===== config.mk =====
export PLATFORM = sky130hd
export DESIGN_NAME = fire_scheduler_flat
export DESIGN_NICKNAME = d
export VERILOG_FILES = /design/src/rtl/fire_scheduler_if.sv /design/src/rtl/fire_scheduler.sv /design/src/flat_wrapper.sv
export SDC_FILE = /design/constraint.sdc
export NUM_CORES = 1
export LEC_CHECK = 0
export ABC_AREA = 1
export CAP_MARGIN = 30
export CORE_MARGIN = 4
export CORE_UTILIZATION = 30
export CTS_CLUSTER_DIAMETER = 120
export CTS_CLUSTER_SIZE = 14
export DETAILED_ROUTE_END_ITERATION = 8
export GPL_ROUTABILITY_DRIVEN = 0
export SLEW_MARGIN = 20
export SYNTH_ARGS = -nofsm -noshare
export SYNTH_HDL_FRONTEND = slang
export SYNTH_SLANG_ARGS = --single-unit
export TNS_END_PERCENT = 20

===== constraint.sdc =====
create_clock -name clk -period 3.3 [get_ports clk]
set_input_delay 0.66 -clock clk [delete_from_list [all_inputs] [get_ports clk]]
set_output_delay 0.66 -clock clk [all_outputs]
set_load 0.01 [all_outputs]

===== src/rtl/fire_scheduler_if.sv =====
`default_nettype none
// ============================================================================
// Module   : fire_scheduler_if
// Purpose  : Bundle carrying scheduling controls in and the chosen transition
//            index, override flag and selection count out.
// Revision : 1.0 - initial release
// ============================================================================
interface fire_scheduler_if #(
  parameter int N  = 4,
  parameter int FW = $clog2(N + 2)
);
  logic          go;
  logic          mode;
  logic [N-1:0]  enabled;
  logic [FW-1:0] fire;
  logic          forced;
  logic [31:0]   fire_count;

  // Environment side: drives controls, observes the selection
  modport master (
    output go, mode, enabled,
    input  fire, forced, fire_count
  );

  // Scheduler side
  modport slave (
    input  go, mode, enabled,
    output fire, forced, fire_count
  );
endinterface
`default_nettype wire


===== src/rtl/fire_scheduler.sv =====
`default_nettype none
// ============================================================================
// Module   : fire_scheduler
// Purpose  : Registered, starvation-free choice of one enabled transition per
//            cycle (round-robin or LFSR start point, with an age override).
// Revision : 1.0 - initial release
// ============================================================================
module fire_scheduler #(
  parameter int          N        = 4,
  parameter int          FW       = $clog2(N + 2),
  parameter int          MAX_WAIT = 8,
  parameter logic [15:0] SEED     = 16'hACE1
) (
  input wire clk,
  input wire reset,
  fire_scheduler_if.slave bus
);

  localparam int              PW          = (N > 1) ? $clog2(N) : 1;
  localparam int              AW          = $clog2(MAX_WAIT + 1);
  localparam logic [FW-1:0]   c_IDLE      = FW'(N + 1);
  localparam logic [FW-1:0]   c_LAST      = FW'(N - 1);
  localparam logic [15:0]     c_SEED_INIT = (SEED == 16'd0) ? 16'd1 : SEED;
  // Galois feedback for x^16 + x^14 + x^13 + x^11 + 1 (right-shifting form)
  localparam logic [15:0]     c_TAPS      = 16'hB400;
  localparam logic [AW-1:0]   c_MAX_AGE   = AW'(MAX_WAIT);

  logic [FW-1:0]  r_fire;
  logic           r_forced;
  logic [PW-1:0]  r_ptr;
  logic [15:0]    r_lfsr;
  logic [31:0]    r_count;

  logic [N-1:0]   w_due;
  logic           w_active;
  logic [PW-1:0]  w_start;
  logic [2*N-1:0] w_dbl;
  logic [N-1:0]   w_rot;
  logic [PW:0]    w_sum;
  logic           w_found;
  logic [FW-1:0]  w_sel;
  logic           w_sel_forced;
  logic [PW-1:0]  w_ptr_nxt;
  logic [15:0]    w_lfsr_nxt;

  assign w_active   = bus.go && (|bus.enabled);
  // In random mode the scan starts from the pre-advance LFSR value
  assign w_start    = bus.mode ? PW'(r_lfsr % 16'(N)) : r_ptr;
  // Rotating a doubled copy puts index w_start at bit 0 of w_rot
  assign w_dbl      = {bus.enabled, bus.enabled};
  assign w_rot      = N'(w_dbl >> w_start);
  assign w_lfsr_nxt = (r_lfsr >> 1) ^ (r_lfsr[0] ? c_TAPS : 16'd0);
  assign w_ptr_nxt  = (w_sel == c_LAST) ? '0 : PW'(w_sel + FW'(1));

  // Selection: idle gate, then lowest overdue transition, then circular scan
  always_comb begin
    w_sel        = c_IDLE;
    w_sel_forced = 1'b0;
    w_found      = 1'b0;
    w_sum        = '0;
    if (w_active) begin
      for (int i = 0; i < N; i++) begin
        if (!w_found && w_due[i]) begin
          w_sel        = FW'(i);
          w_sel_forced = 1'b1;
          w_found      = 1'b1;
        end
      end
      for (int i = 0; i < N; i++) begin
        if (!w_found && w_rot[i]) begin
          w_sum = {1'b0, w_start} + (PW + 1)'(i);
          if (w_sum >= (PW + 1)'(N)) begin
            w_sum = w_sum - (PW + 1)'(N);
          end
          w_sel   = FW'(w_sum);
          w_found = 1'b1;
        end
      end
    end
  end

  // Registered selection, pointer, LFSR and selection counter
  always_ff @(posedge clk or negedge reset) begin
    if (!reset) begin
      r_fire   <= c_IDLE;
      r_forced <= 1'b0;
      r_ptr    <= '0;
      r_lfsr   <= c_SEED_INIT;
      r_count  <= '0;
    end else begin
      r_lfsr   <= w_lfsr_nxt;
      r_fire   <= w_sel;
      r_forced <= w_sel_forced;
      if (w_sel != c_IDLE) begin
        r_ptr   <= w_ptr_nxt;
        r_count <= r_count + 32'd1;
      end
    end
  end

  // Per-transition wait counters; they keep counting while go is low
  for (genvar gi = 0; gi < N; gi++) begin : g_age
    logic [AW-1:0] r_age;

    assign w_due[gi] = bus.enabled[gi] && (r_age == c_MAX_AGE);

    // Clear on selection or disable, otherwise saturate at MAX_WAIT
    always_ff @(posedge clk or negedge reset) begin
      if (!reset) begin
        r_age <= '0;
      end else if ((w_sel == FW'(gi)) || !bus.enabled[gi]) begin
        r_age <= '0;
      end else if (r_age != c_MAX_AGE) begin
        r_age <= r_age + AW'(1);
      end
    end
  end

  assign bus.fire       = r_fire;
  assign bus.forced     = r_forced;
  assign bus.fire_count = r_count;

endmodule
`default_nettype wire


===== src/flat_wrapper.sv =====
// flat-port wrapper written by rule: the top's interface ports become plain ports
module fire_scheduler_flat 
#(
  parameter int          N        = 4,
  parameter int          FW       = $clog2(N + 2),
  parameter int          MAX_WAIT = 8,
  parameter logic [15:0] SEED     = 16'hACE1
)
  (clk, reset, bus_go, bus_mode, bus_enabled, bus_fire, bus_forced, bus_fire_count);
  fire_scheduler_if #(.N(N), .FW(FW)) bus_i ();
  input wire clk;
  input wire reset;
  input wire logic [$bits(bus_i.go)-1:0] bus_go;
  input wire logic [$bits(bus_i.mode)-1:0] bus_mode;
  input wire logic [$bits(bus_i.enabled)-1:0] bus_enabled;
  output wire logic [$bits(bus_i.fire)-1:0] bus_fire;
  output wire logic [$bits(bus_i.forced)-1:0] bus_forced;
  output wire logic [$bits(bus_i.fire_count)-1:0] bus_fire_count;
  assign bus_i.go = bus_go;
  assign bus_i.mode = bus_mode;
  assign bus_i.enabled = bus_enabled;
  assign bus_fire = bus_i.fire;
  assign bus_forced = bus_i.forced;
  assign bus_fire_count = bus_i.fire_count;
  fire_scheduler #(.N(N), .FW(FW), .MAX_WAIT(MAX_WAIT), .SEED(SEED)) u_core (.clk(clk), .reset(reset), .bus(bus_i));
endmodule

# Yosys cells after proc, flatten, opt, wreduce, memory -nomap -nowiden
# Cells that the tools add are included.
# totals
regBits,70
in_bits,8
output_inout_bits,36
wordCells,115
# classes
addsub,13
n_lt_le_gt_ge,4
n_eq_ne,12
n_shift,1
muxes,42
bitwise,1
n_reduce_logical,33
# op_table
operator,count
3-bit 2-to-1 mux,13
32-bit by 1-bit adder with 32-bit output (second input constant),1
4-bit 2-to-1 mux,8
1-bit 2-to-1 mux,18
4-bit by 1-bit adder with 4-bit output (second input constant),4
4-bit equality test (second input constant),4
16-bit 2-to-1 mux,1
4-bit != test (second input constant),4
15-bit by 16-bit XOR with 16-bit output,1
1-bit logical AND,12
1-bit logical NOT,11
3-bit greater-or-equal comparator (second input constant),3
3-bit subtractor (second input constant),3
2-bit nonzero test,4
8-bit by 2-bit right shift with 4-bit output,1
2-bit by 2-bit adder with 3-bit output (second input constant),2
3-bit by 2-bit equality test with 1-bit output (second input constant),2
1-bit logical OR,4
2-bit 2-to-1 mux,2
4-bit OR reduction,1
2-bit by 1-bit adder with 3-bit output (second input constant),1
3-bit by 1-bit equality test with 1-bit output (second input constant),1
2-bit by 3-bit greater-or-equal comparator with 1-bit output (second input constant),1
3-bit logical NOT,1
3 further kinds,3

# Longest topological paths before layout
# Gate-level depths: netlist of run 1.
# depth
ltp_word,35
mapped_depth,20
ltp_nobuf,19

# Worst setup path before layout of run 1
# OpenSTA, ideal clock, no wires.
# synth_path
kind,input port to flip-flop
startpoint,input bus_mode
endpoint,"register u_core.r_count[10], in the netlist u_core.bus.fire_count[10]"
setup_time_ps,66
arrival_time_ps,2591
t_required_ps,3234
setup_slack_ps,643
cell_stages,15
n_path_buf,2
cell_sequence,buf_6 -> o21ai_2 -> nand3_1 -> nand2_2 -> nand3_4 -> inv_2 -> nand2_1 -> or2_1 -> nand2_1 -> inv_1 -> nand2_1 -> ha_1 -> clkbuf_1 -> nand3_1 -> nand2_1
# synth_between
elab_chain_cells,18
word_cells_on_any_way,36
cone_classes,add/sub: 7; order compare: 4; eq/ne: 1; shift: 1; mux: 16; reduce/logical: 7
# synth_rtl
element,line,rtl
"start, declared",flat_wrapper.sv:14,input wire logic [$bits(bus_i.mode)-1:0] bus_mode;
2-bit 2-to-1 mux *,fire_scheduler.sv:48,assign w_start = bus.mode ? PW'(r_lfsr % 16'(N)) : r_ptr;
8-bit by 2-bit right shift with 4-bit output,fire_scheduler.sv:51,assign w_rot = N'(w_dbl >> w_start);
1-bit logical AND,fire_scheduler.sv:70,if (!w_found && w_rot[i]) begin
1-bit 2-to-1 mux,fire_scheduler.sv:70,
1-bit 2-to-1 mux,fire_scheduler.sv:61,if (w_active) begin
1-bit logical NOT,fire_scheduler.sv:70,
1-bit logical AND,fire_scheduler.sv:70,
1-bit 2-to-1 mux,fire_scheduler.sv:70,
[... 2 more ...],-,
1-bit logical AND,fire_scheduler.sv:70,
1-bit 2-to-1 mux,fire_scheduler.sv:70,
1-bit 2-to-1 mux,fire_scheduler.sv:61,
1-bit logical NOT,fire_scheduler.sv:70,
1-bit logical AND,fire_scheduler.sv:70,
3-bit 2-to-1 mux *,fire_scheduler.sv:70,
3-bit 2-to-1 mux *,fire_scheduler.sv:61,
3-bit != test *,fire_scheduler.sv:94,if (w_sel != c_IDLE) begin
"end signal, assigned",fire_scheduler.sv:96,r_count <= r_count + 32'd1;
"end, declared",fire_scheduler.sv:32,logic [31:0] r_count;
# Every way passes the cells marked *; elsewhere a longest branch is shown, timed or not. The select of a mux whose other input is x is not followed.
# A chain may end at the register's enable or synchronous reset.

# Final worst setup path of run 1
# layout_path
startpoint,input bus_mode
endpoint,register u_core.g_age[1].r_age[2]
# layout_between
elab_chain_cells,20
word_cells_on_any_way,39
cone_classes,add/sub: 7; order compare: 4; eq/ne: 1; shift: 1; mux: 17; reduce/logical: 9
# layout_rtl
element,line,rtl
2-bit 2-to-1 mux *,fire_scheduler.sv:48,
8-bit by 2-bit right shift with 4-bit output,fire_scheduler.sv:51,
1-bit logical AND,fire_scheduler.sv:70,
1-bit 2-to-1 mux,fire_scheduler.sv:70,
1-bit 2-to-1 mux,fire_scheduler.sv:61,
1-bit logical NOT,fire_scheduler.sv:70,
1-bit logical AND,fire_scheduler.sv:70,
1-bit 2-to-1 mux,fire_scheduler.sv:70,
[... 4 more ...],-,
1-bit 2-to-1 mux,fire_scheduler.sv:61,
1-bit logical NOT,fire_scheduler.sv:70,
1-bit logical AND,fire_scheduler.sv:70,
3-bit 2-to-1 mux *,fire_scheduler.sv:70,
3-bit 2-to-1 mux *,fire_scheduler.sv:61,
3-bit by 1-bit equality test with 1-bit output *,fire_scheduler.sv:111,end else if ((w_sel == FW'(gi)) || !bus.enabled[gi]) begin
1-bit logical OR *,fire_scheduler.sv:111,
4-bit 2-to-1 mux / 2-bit nonzero test (equally long branches),-,
"end signal, assigned",fire_scheduler.sv:114,r_age <= r_age + AW'(1);
"end, declared",fire_scheduler.sv:103,logic [AW-1:0] r_age;
# Marks and branches as above.

==> results of run 1 <==
-- cell families after synthesis --
kind of cell / after synthesis / synth area share, %
adder cells (fa/ha/maj): 15 / 4.52
AND/OR/NAND/NOR: 287 / 31.8
buffers and inverters: 71 / 7.59
flip-flops: 70 / 42.5
AO/OA/AOI/OAI: 29 / 5.66
XOR/XNOR: 38 / 8.01
-- through the flow --
stage                     instances  util, %  cell area [µm²]
after detailed placement        739     36.6             4910
after global placement          738     36.5             4890
after CTS                       755     38.7             5190
final                           755     38.7             5190
after global routing            755     38.7             5190
after floorplan                 510        -             4160
-- sequential cells by signal, indices dropped and copies added (netlist names) --
register               cells
u_core.bus.fire            3
u_core.bus.fire_count     32
u_core.bus.forced          1
u_core.g_age.r_age        16
u_core.r_lfsr             16
u_core.r_ptr               2
-- cell usage in the layout, fill, tap and decap left out, types with 3 or more instances in the layout --
master / n
clkbuf_16: 9
dfrtp_1: 60
buf_12: 3
inv_1: 58
clkdlybuf4s50_1: 42
nor2_1: 35
clkbuf_8: 3
xnor2_1: 3
clkbuf_1: 3
buf_4: 18
xor2_1: 35
nand3b_1: 3
nand4_1: 16
nor4_1: 4
a21oi_1: 6
nand2_1: 140
ha_1: 15
dfstp_2: 10
nor3_1: 20
o21ai_2: 18
nand3_1: 57
-- worst max path at each step --
stage / startpoint / endpoint / slack [ns] / cells after the start
CTS: bus_mode / u_core.g_age[1].r_age[2] / 0.26 / 19
detailed placement: bus_mode / u_core.g_age[1].r_age[2] / -0.06 / 20
global placement: bus_mode / u_core.g_age[1].r_age[2] / 0.04 / 19
finish: bus_mode / u_core.g_age[1].r_age[2] / 0.24 / 19
floorplan: bus_mode / u_core.bus.fire_count[10] / 0.64 / 15
global route: bus_mode / u_core.g_age[1].r_age[3] / 0.001 / 20
-- metal layers --
layer	routed length, µm	share of wire [%]	vias up
met2	4450	45	62
met4	159	1.6	0
met5	0	0	-
li1	-	-	1774
met3	407	4.1	11
met1	4810	49	1689
-- power breakdown --
part	switching [µW]	total, µW	leakage [µW]	internal [µW]
clock	335	905	0.000140	569
sequential	174	1200	0.000916	1020
combinational	757	1360	0.00137	605
total	1270	3470	0.00242	2200
-- what timing repair did --
item | 4_1_cts | 5_1_grt
setup endpoints to repair | 0 | 1
buffers inserted | 0 | 0
hold endpoints to repair | 0 | 0
resized for setup | 0 | 1
-- critical path: stages --
cell	delay [ns]
clkdlybuf4s50_1	0.43
buf_4	0.18
nand2_2	0.07
inv_1	0.06
nor2_4	0.19
nand3_1	0.14
nand2_2	0.13
nand3_4	0.08
inv_2	0.08
nand2_1	0.08
or2_1	0.21
nand2_1	0.08
inv_1	0.04
nand2_1	0.10
ha_1	0.25
buf_4	0.17
nand3_1	0.12
nand2_1	0.12
nor3_1	0.05
-- cell type report --
| class | instances | share of cell area [%] |
|---|---|---|
| repair buffers | 64 | 12.0 |
| inverters | 60 | 4.34 |
| flip-flops and latches | 70 | 34.0 |
| multi-input cells | 369 | 40.0 |
| clock inverters | 1 | 0.0965 |
| well taps | 176 | 4.24 |
| clock buffers | 15 | 5.35 |
==> results.md, run 1 <==
- The flow ran to the end, and the final reports show no timing, DRC or antenna violations.
- The met3 track utilization from global routing is 3.13%.
- The critical path start-end classification is primary input to register.
- The average instance in the mapped netlist occupies 8.15 µm².
- Global routing finished with a remaining overflow of 0.
- Global routing used 17.8% of the available met1 tracks.
- Among all flip-flop cells after synthesis, the most frequent one is dfrtp_1.
- Across every metal layer, demand over resource in global routing totals 12.9%.
- Setup violations remaining at the end of the flow were counted as 0.
- Summing all flip-flop and latch instances after layout gives 1760 µm².
- The number of hold violations in the final report was 0.
- The vias per cell is 4.68.
- The core region is 13400 µm².
- The maximum number of pins on one net before global-route repair is 29.
- The cell at the root of the clock tree is clkbuf_16.
- The first global-routing pass estimated 16.6 mm of wire.
- The post-placement setup slack is -0.0569 ns.
- The class of the tightest hold or removal check is primary input to asynchronous set/reset pin.
- Across the VDD grid, the largest voltage drop is 0.272 mV.
- Across all setup checks in the final design, the least slack found is 0.240 ns.
- Summed over all layers, the routed wires come to 9.83 mm.
- The area share of the leading cell type in the synthesized netlist is 36.1%.
- The smallest clock period supported by the final layout is computed as 3.06 ns.
- The number of global-route vias before repair is 3495.
- The die outline height is 126 µm.
- Dividing the final minimum period by the clock period gives 92.7%.
- The detailed-placement wirelength estimate is 7.68 mm.
- The share of final-layout standard cells stronger than drive strength 1 is 13.1%.
- The post-synthesis sequential area ratio is 42.5%.
- Across the run, the number of max-cap violations was 0.
- Synthesis produced 510 cells.
- The static power due to leakage is 0.00242 µW.
- The number of nets at the end of the flow is 597.
- The total via count after detailed routing is 3536.
- The clock net sink count is 70.
- The starting density of the core is 31.0%.
- The H-tree was split into 3 levels.
- The async set-reset flop share out of synthesis is 100%.
- The worst register-to-register path begins at u_core.r_lfsr[0].
- The max-slew violation total from the final report is 0.
- In the routed design, unresolved DRC markers number 0.
- Input and output buffers added on the ports amount to 43.
- The number of flip-flops and latches in the synthesized netlist is 70.
- For this run, the top clock speed supported by timing is 327 MHz.
- In this run the remaining antenna-violating nets after routing total 0.
- The endpoint required time on the critical path is 3.51 ns.
- The critical register-to-register path endpoint is u_core.g_age[1].r_age[2].
- Yosys printed 0 warnings.
- The global-route layer with the greatest usage is met2.
- The number of enable flip-flop cells after synthesis is 0.
- The chip width is 126 µm.
- For this design the ratio of total power to cell area is 668 nW/µm².
- The number of distinct standard cells referenced by the synthesized netlist is 31.
- The CTS tree is yes.
- The synthesized design spends more area on one cell type than any other, namely dfrtp_1.
- The longest clock path from root to sink contains 2 buffers.
- The most common cell in the netlist is nand2_1.
- STA classifies the critical path startpoint as a primary input.
- The number of cells on the worst reg-to-reg path is 16.
- In the post-synthesis netlist, the biggest area contributors are dfrtp_1 36%, nand2_1 13%, xor2_1 7.4%.
- The number of antenna diodes is 0.
- Measured against its own limit, the worst slew margin works out to 67.3%.
- The largest fanout of any net on the critical path is 7.
- Before antenna repair, the detailed router went through 4 iterations.
- After routing, the total negative slack on setup checks comes to 0 ns.
- Across all hold checks on the routed design, the worst slack comes to 0.289 ns.
- The number of antenna violations at the first check in global routing was 0.
- Ranked by instance count, the synthesized netlist is headed by 140 x nand2_1, 60 x dfrtp_1, 58 x inv_1.
- The number of nets produced by synthesis is 533.
- The number of ports placed on the die boundary is 44.
- In this run, post-CTS hold repair placed 0 buffers.
- At the later pin of the worst-skew pair, clock insertion delay measures 0.33 ns.
- Counting the buffers created by CTS gives 9.
- The area of the multi-input gates is 2080 µm².
- The count of standard-cell rows is 42.
- The worst setup path is captured at a register.
- The total power consumption of the routed design is 3470 µW.
- The worst register-to-register path has a setup slack of 0.66 ns.
- Fill cells in the final layout number 1360.
- The area growth from synthesis to layout is 24.9%.
- In the final routed layout, each cell accounts on average for 13.0 µm.
- STA puts the critical path data arrival time at 3.27 ns.
- The clock slew at the register clock pins of the worst setup and hold paths is 0.06 ns.
- Between clock sinks in the finished design, the worst skew comes to 0.00753 ns.
- The transition time of the tightest slew-check pin is 0.491 ns.
- The area of the die is 15800 µm².
- Setup repair after global routing left no endpoint under its margin.
- The detailed router finished its first iteration with 203 violations.
- The fraction of met2 tracks used by global routing is 19.4%.
- The cell area that synthesis handed to floorplanning was 4160 µm².
Power figures use the tool's default switching activity.
==> inputs of run 2 (changes only) <==
Settings changed: CELL_PAD_IN_SITES_DETAIL_PLACEMENT from default to 1, CELL_PAD_IN_SITES_GLOBAL_PLACEMENT from default to 2, CTS_CLUSTER_SIZE 14 to default, PLACE_DENSITY_LB_ADDON from default to 0.1, TNS_END_PERCENT 20 to default.
==> results.md, run 2 (synthesis results as in run 1) <==
- In this run the standard cell core region covers 13400 µm².
- The first detailed-routing pass took 5 iterations.
- Clock tree synthesis selected as its root buffer the cell clkbuf_16.
- The longest clock path from root to sink contains 2 buffers.
- The run finished with clean final reports.
- The most critical setup path has its startpoint at bus_mode.
- Power spread over the standard cell area amounts to 680 nW/µm².
- The number of routed nets with antenna violations is 0.
- The kind of end point of the critical path is a register.
- Summed over all nets, the switching power comes to 1380 µW.
- In the routed design, unresolved DRC markers number 0.
- In this run the number of H-tree levels came out at 3.
- Setup violations remaining at the end of the flow were counted as 0.
- The number of buffers added on ports is 43.
- Once the floorplan was initialized, standard cells occupied 31.0% of the core.
- The repair_antennas step left the layout with diodes totalling 0.
- The worst hold path belongs to the class primary input to asynchronous set/reset pin.
- The library cell appearing most often on the critical path is nand2_1.
- The data arrival time of the critical path is 3.23 ns.
- The critical path goes through clkdlybuf4s50_1, buf_4, inv_2, nand2_8, nand2_8, nand2_1, nand3_1, nand2_1, nand3_4, inv_2, nand2_1, or2_1, nand2_1, inv_1, nand2_1, ha_2, nand2_4, buf_12, nand2_1, inv_1, nand2_1, nand2_1.
- The internal power contribution is 2200 µW.
- The buffer count from post-CTS setup fixing is 0.
- The chip width is 126 µm.
- The clock latency on the worst-skew pair is 0.34 ns.
- The cell area after layout is 5260 µm².
- The total routed wirelength is 11.4 mm.
- Setup repair after global routing left no endpoint under its margin.
- From bottom edge to top edge, the die measures 126 µm.
- The headroom to the max-slew limit is 63.4%.
- The relative area change from synthesis to final layout is 26.7%.
- The final critical path time including I/O delays and setup is 2.99 ns.
- The endpoint required time on the critical path is 3.54 ns.
- The number of antenna violations at the first check in global routing came to 0.
- The flip-flop count of the largest register, all copies and words added is 32.
- The transition time of the tightest slew-check pin is 0.545 ns.
- In this run the static leakage power is 0.00245 µW.
- The non-filler instance count after layout is 759.
- The post-placement cell count is 742.
- In the layout the commonest cells are 140 x nand2_1, 60 x dfrtp_1, 58 x inv_1, 56 x nand3_1, 42 x clkdlybuf4s50_1.
- The net count of the finished layout is 601.
- The peak clock frequency supported by timing is 334 MHz.
- The max-slew violation total from the final report was 0.
- Across the VDD grid, the largest voltage drop is 0.223 mV.
- The global-route total usage across every layer is 15.6%.
- The largest fanout of any net on the critical path is 14.
- Of the total power, combinational logic draws 40.3%.
- The first global-routing pass estimated 20.0 mm of wire.
- The number of hold violations in the final report is 0.
- In this run the count of I/O pins placed on the die edge is 44.
- Once detailed placement completed, the half-perimeter wirelength came to 8.77 mm.
- The CTS tree is yes.
- Per report_power, the clock group accounts for 26.3% of the total.
- The sequential share of power is 33.4%.
- The post-placement cell area is 4940 µm².
- STA classifies the critical path startpoint as a primary input.
- The delay contributed by the slowest stage of the critical path is 0.48 ns.
- After detailed routing, the number of vias per cell comes to 4.72.
- The total via count after detailed routing is 3586.
- The count of standard-cell rows is 42.
- Of the cells placed in the final design, the portion with a size suffix greater than 1 is 14.9%.
- The number of buffers created by CTS is 9.
- Clock tree synthesis found a total of 70 sinks.
- The startpoint identified for the worst register-to-register timing path is u_core.g_age[3].r_age[0].
- In this run, the number of DRC markers left after iteration 0 of detailed routing was 119.
- After global routing the overflow that remains totals 0.
- The most common cell after layout, fill and taps aside is nand2_1.
- The worst setup path is of the primary input to register kind.
- After clock tree synthesis, the clock-pin slew on the worst setup and hold paths is 0.06 ns.
- Among all stages on the critical path, the largest delay is contributed by clkdlybuf4s50_1.
- Max-cap violations in this run came to 0.
- In this run switching power makes up 38.7% of total power.
- For this run, the share of the core covered by cells in the final layout is 39.3%.
- Dividing the final minimum period by the clock period gives 90.7%.
- The area of the die is 15800 µm².
- The maximum number of pins on one net before global-route repair is 71.
- On the final layout, the worst clock skew is 0.00743 ns.
- The number of global-route vias before repair came to 3934.
- In the final routed layout, each cell accounts on average for 15.0 µm.
## run 2: cell count changes in the layout (fill, tap and decap cells not counted), sizes merged
cell / previous run / this run
buf: 22 / 26
inv: 60 / 62
clkinv: 1 / 3
clkbuf: 15 / 9
clkinvlp: 0 / 2
## run 2: final timing paths
check / to / slack, ns / cells after the start
worst min register to register: u_core.r_lfsr[2] / 0.35 / 0
worst max-delay path: u_core.r_ptr[0] / 0.31 / 22
max in group asynchronous: u_core.bus.fire[0] / 2.40 / 2
worst min-delay path: u_core.bus.fire_count[6] / 0.26 / 1
min in group clk: u_core.r_lfsr[2] / 0.35 / 0
worst max register to register: u_core.r_ptr[0] / 0.65 / 19
## run 2: repair_timing
action	4_1_cts	5_1_grt
hold buffers	0	0
setup endpoints to repair	0	7
gates resized for setup	0	5
## run 2: routing by layer
metal	wire length, µm	GRT usage, %	vias up
met2	5700	26.7	42
li1	-	-	1780
met3	309	2.96	17
met5	0	0	-
met1	5090	19.1	1747
met4	312	6.51	0
## run 2: critical path: cells and delay by family
family / cells / cell delay [ns]
simple gates: 14 / 1.28
buf+inv: 7 / 1.05
fa+ha+maj: 1 / 0.22
## run 2: power by group through the flow
stage	sequential (µW)	combinational [µW]	clock, µW
after floorplan	1230	816	0
after global placement	1210	1440	0
after detailed placement	1220	1460	0
after CTS	1200	1460	976
after global routing	1230	1620	1010
final	1200	1440	940
## run 2: area by class of cell
cell class	count	area [µm²]
Clock inverter	7	58.8
Fill cell	1635	8140
Sequential cell	70	1760
Timing Repair Buffer	68	678
Multi-Input combinational cell	369	2090
Clock buffer	9	225
Inverter	60	225
Tap cell	176	220
## run 2: stage by stage
step           hold WS, ns  worst slack, ns  TNS [ns]  total power, µW
2_1_floorplan        0.331            0.643         0             2050
3_3_place_gp         0.337           -0.149    -0.750             2650
3_5_place_dp         0.339           -0.245     -2.16             2670
4_1_cts              0.354            0.113         0             3640
5_1_grt              0.294           0.0274         0             3870
6_report             0.263            0.306         0             3580
